--- src/rtl/layer_sequencer.sv ---
// layer_sequencer: clear/fetch/drain/bias/activate/output schedule for one FC layer pass; start-to-outValid
// is numInputs+memLatency+actLatency+3 cycles plus stalls. inValid low stalls fetch; outValid holds until outReady.
module layer_sequencer #(
   parameter int numInputs    = 16,
   parameter int memLatency   = 1,
   parameter int actLatency   = 1,
   parameter int counterWidth = $clog2(numInputs + 1)
) (
   input  logic                    clk,
   input  logic                    reset,
   input  logic                    start,
   input  logic                    inValid,
   input  logic                    outReady,
   output logic [counterWidth-1:0] inAddr,
   output logic                    macClear,
   output logic                    macEn,
   output logic                    biasEn,
   output logic                    actEn,
   output logic                    outValid,
   output logic                    busy,
   output logic                    done
);

   localparam int MaxCnt = (memLatency > actLatency) ? memLatency : actLatency;
   localparam int CntW   = $clog2(MaxCnt + 1);
   localparam logic [counterWidth-1:0] LastAddr  = counterWidth'(numInputs - 1);
   localparam logic [CntW-1:0]         DrainLast = CntW'((memLatency > 0) ? memLatency - 1 : 0);
   localparam logic [CntW-1:0]         ActLast   = CntW'(actLatency - 1);

   typedef enum logic [2:0] {IDLE, CLEAR, FETCH, DRAIN, BIAS, ACT, OUT} state_t;

   state_t                  state_q, state_d;
   logic                    pend_q, pend_d;
   logic [CntW-1:0]         cnt_q, cnt_d;
   logic [counterWidth-1:0] addr_q, addr_d;
   logic                    clr_q, clr_d;
   logic                    bias_q, bias_d;
   logic                    act_q, act_d;
   logic                    ov_q, ov_d;
   logic                    busy_q, busy_d;
   logic                    done_q, done_d;
   logic                    issue;

   assign issue = (state_q == FETCH) && inValid;

   always_comb begin
      state_d = state_q;
      pend_d  = 1'b0;
      cnt_d   = cnt_q;
      addr_d  = addr_q;
      done_d  = 1'b0;
      case (state_q)
         IDLE: begin
            addr_d = '0;
            // A start seen while inValid is low waits here until data shows up
            if ((start || pend_q) && inValid) state_d = CLEAR;
            else pend_d = start || pend_q;
         end
         CLEAR: begin
            addr_d  = '0;
            state_d = FETCH;
         end
         FETCH: begin
            if (inValid) begin
               if (addr_q == LastAddr) begin
                  addr_d  = '0;
                  cnt_d   = '0;
                  state_d = (memLatency == 0) ? BIAS : DRAIN;
               end else begin
                  addr_d = addr_q + counterWidth'(1);
               end
            end
         end
         DRAIN: begin
            if (cnt_q == DrainLast) state_d = BIAS;
            else cnt_d = cnt_q + CntW'(1);
         end
         BIAS: begin
            cnt_d   = '0;
            state_d = ACT;
         end
         ACT: begin
            if (cnt_q == ActLast) state_d = OUT;
            else cnt_d = cnt_q + CntW'(1);
         end
         OUT: begin
            if (outReady) begin
               state_d = IDLE;
               done_d  = 1'b1;
            end
         end
         default: state_d = IDLE;
      endcase
      // Strobes are decoded from the next state so every output comes straight off a flop
      clr_d  = (state_d == CLEAR);
      bias_d = (state_d == BIAS);
      act_d  = (state_d == ACT);
      ov_d   = (state_d == OUT);
      busy_d = (state_d != IDLE);
   end

   always_ff @(posedge clk or posedge reset) begin
      if (reset) begin
         state_q <= IDLE;
         pend_q  <= 1'b0;
         cnt_q   <= '0;
         addr_q  <= '0;
         clr_q   <= 1'b0;
         bias_q  <= 1'b0;
         act_q   <= 1'b0;
         ov_q    <= 1'b0;
         busy_q  <= 1'b0;
         done_q  <= 1'b0;
      end else begin
         state_q <= state_d;
         pend_q  <= pend_d;
         cnt_q   <= cnt_d;
         addr_q  <= addr_d;
         clr_q   <= clr_d;
         bias_q  <= bias_d;
         act_q   <= act_d;
         ov_q    <= ov_d;
         busy_q  <= busy_d;
         done_q  <= done_d;
      end
   end

   // macEn follows issue by the memory read latency so it lines up with returning data
   generate
      if (memLatency == 0) begin : g_nopipe
         assign macEn = issue;
      end else begin : g_pipe
         logic [memLatency-1:0] pipe_q, pipe_d;
         always_comb begin
            pipe_d    = pipe_q << 1;
            pipe_d[0] = issue;
         end
         always_ff @(posedge clk or posedge reset) begin
            if (reset) pipe_q <= '0;
            else       pipe_q <= pipe_d;
         end
         assign macEn = pipe_q[memLatency-1];
      end
   endgenerate

   assign inAddr   = addr_q;
   assign macClear = clr_q;
   assign biasEn   = bias_q;
   assign actEn    = act_q;
   assign outValid = ov_q;
   assign busy     = busy_q;
   assign done     = done_q;

endmodule
--- config.mk ---
export PLATFORM = sky130hd
export DESIGN_NAME = layer_sequencer
export DESIGN_NICKNAME = d
export VERILOG_FILES = /design/src/rtl/layer_sequencer.sv
export SDC_FILE = /design/constraint.sdc
export NUM_CORES = 1
export LEC_CHECK = 0
export ABC_CLOCK_PERIOD_IN_PS = 2100
export BUFFER_PORTS_ARGS = -buffer_cell sky130_fd_sc_hd__buf_4
export CAP_MARGIN = 25
export CORE_UTILIZATION = 35
export CTS_CLUSTER_SIZE = 10
export DETAILED_ROUTE_END_ITERATION = 8
export GPL_TIMING_DRIVEN = 0
export PLACE_DENSITY_LB_ADDON = 0.1
export REMOVE_ABC_BUFFERS = 1
export SLEW_MARGIN = 20
export SYNTH_ARGS = -nofsm -noshare
export SYNTH_HDL_FRONTEND = slang
export SYNTH_SLANG_ARGS = --single-unit
--- constraint.sdc ---
create_clock -name clk -period 2.1 [get_ports clk]
set_clock_uncertainty 0.1 [all_clocks]
set_input_delay 0.315 -clock clk [delete_from_list [all_inputs] [get_ports clk]]
set_output_delay 0.315 -clock clk [all_outputs]
set_load 0.005 [all_outputs]
==> impl_metrics.ini <==
[power_and_ir_drop]
p_seq_frac = 0.465
vdd.ir_drop.worst_uv = 571
p_leak_nw = 0.448
p_sw_frac = 0.342
p_clk_frac = 0.155
combPwrFrac = 0.381
p_int_mw = 0.659
cellPowerDensity_nw_per_um2 = 1140
p_sw_mw = 0.343

[floorplan]
start_util = 0.392
chipHeight_um = 47.2
rows = 15
dieArea_sq_um = 2230
ios = 17
die_w_um = 47.2
core_area_sq_um = 1820

[place]
place_inst = 104
port_buffers = 16
dpl.hpwl_um = 867
gp_congestion = 0.708
dp_slack_ns = 0.420

[logic_synthesis]
synth-edff-count = 0
ys_types = 29
netlist_top_cells_count = dfrtp_1, nor2_1, nand2_1, o21ai_0
synthArstFlopShare = 1.00
synth.top_cell.area_share = 0.560
netlist_instances = 64
synth_ff_type = dfrtp_1
synth.most_common_cell = dfrtp_1
ys_seq_area_frac = 0.560
yosys.area.top_type = dfrtp_1
synth_area_leaders = dfrtp_1, nor2_1, o21ai_0
postSynthAreaPerCell_sq_um = 11.2
synth_area_sq_um = 714
yosysWarnings = 0
synth-seq-cells = 16

[layout]
num-nets-final = 90
fillers = 176
layout-drive-gt1-share = 0.378
syn_to_final_growth_pct = 22.8
final_util = 0.482
n_antenna_cell = 0
seq_area_sq_um = 400
stdcell_count = 107
multiInputGateArea_sq_um = 295

[setup_path]
crit_arrival_ns = 1.81
cpMaxStageDelayCell = dfrtp_1
worst_setup_path_start_kind = register
crit_path_end_kind = register
cp.required_ns = 2.21
crit_fanout = 9
worstSetupPathType = reg -> reg
crit_buf_inv = 0
crit_path_max_incr_delay_ns = 0.51
critical-path-top-delay-family = simple AND/OR/NAND/NOR gates
cp_cell_sequence = nor3b_4, o21ai_2, or4_4, o211ai_2

[clocking]
hold_buffers = 0
cts_resized = 0
cts.clk_slew.worst_paths_ns = 0.09
cts_tree = yes
postCtsSetupBuffers = 0
cts_buffers = 3
clock-sinks = 16
clock_latency_ns = 0.28
h-tree-depth = 1
cts-root-buf = clkbuf_4
clock_path_buffers = 2

[sta]
maxSlewViolCount = 0
min_period_over_period = 0.809
setup_violations = 0
tns_ns = 0
slew_headroom = 0.598
worst_pin_slew_ns = 0.603
fin_crit_ns = 1.70
fmax_mhz = 588
hold_slack_ns = 0.00293
layout_setup_ws_ns = 0.400
final_hold_viol_count = 0
rsz0062_at_grt = no

[min_path]
hold_path.class = in -> async

[detailed_routing]
wire_per_inst_um = 11.2
antenna_violating_nets_post_route = 0
drt-total-wl_mm = 1.20
vias = 502
dr.first_iter.drc_count = 10
via_per_inst = 4.69
drc = 0
firstDrtPassIters = 4

[grt]
grt_max_degree = 17
grt_pass1_vias = 431
grt-ovfl-total = 0
track_usage = 0.133
antenna_found_initial = 0
grt_first_pass_wirelength_mm = 1.93

[run_status]
status = finished clean

[flow_run]
cap_violations = 0
## path summary, 6_finish.rpt
path	start	to	slack [ns]	depth (start not counted)
min	reset	macEn	0.003	2
min in group clk	inValid	pend_q	0.12	2
max	state_q[2]	inAddr[3]	0.40	4
max in group asynchronous	reset	inAddr[4]	1.51	2
max reg2reg	state_q[2]	inAddr[3]	0.40	4
min reg2reg	inAddr[1]	inAddr[1]	0.45	2
## sequential cells by signal, summed over array words and instances, names as in the netlist
register / cells
done: 1
macClear: 1
pend_q: 1
macEn: 1
busy: 1
state_q: 3
biasEn: 1
actEn: 1
outValid: 1
inAddr: 5
## power groups by stage
stage,Sequential [mW],Clock [mW],Combinational [mW]
after CTS,0.466,0.164,0.388
after detailed placement,0.472,0,0.385
after floorplan,0.465,0,0.251
after global routing,0.485,0.176,0.434
after global placement,0.472,0,0.381
final,0.465,0.155,0.381
## layout by cell type, fill, tap and decap left out, types with 2 or more instances in the layout
cell / instances
dfrtp_1: 16
buf_4: 16
nor2_1: 7
o21ai_0: 5
nand2_1: 5
clkbuf_4: 3
a21o_1: 2
nand3_1: 2
and2_1: 2
or2_2: 2
a21oi_1: 2
nor3_1: 2
## metrics by stage
stage	area, sq um	total power [mW]
2_1_floorplan	703	0.717
3_3_place_gp	855	0.853
5_1_grt	877	1.09
4_1_cts	877	1.02
6_report	877	1.00
3_5_place_dp	855	0.857
## per-layer routing
layer	routed length, um	share of wire	global-route usage	up-vias
met1	610	0.51	0.180	228
met3	34	0.028	0.0231	2
met5	0	0	0	-
met2	531	0.44	0.178	13
li1	-	-	-	259
met4	18	0.015	0.120	0
## cells by family after synthesis
logic type               share of synthesized area
AND/OR/NAND/NOR                              0.252
flip-flops                                   0.560
buffers and inverters                       0.0263
adder cells (fa/ha/maj)                     0.0175
AO/OA/AOI/OAI                                0.144
## worst reg2reg max path, delay by kind of cell (launching register included)
kind | cells | cell delay (ns)
flops | 1 | 0.51
simple gates | 2 | 0.82
compound gates | 2 | 0.20
## final cells by class
class,count,area share
sequential,16,0.456
multi-input combinational,45,0.337
timing repair buffer,16,0.137
tap,25,0.0357
clock buffer,3,0.0257
inverter,2,0.00856
(Power assumes the default switching activity.)
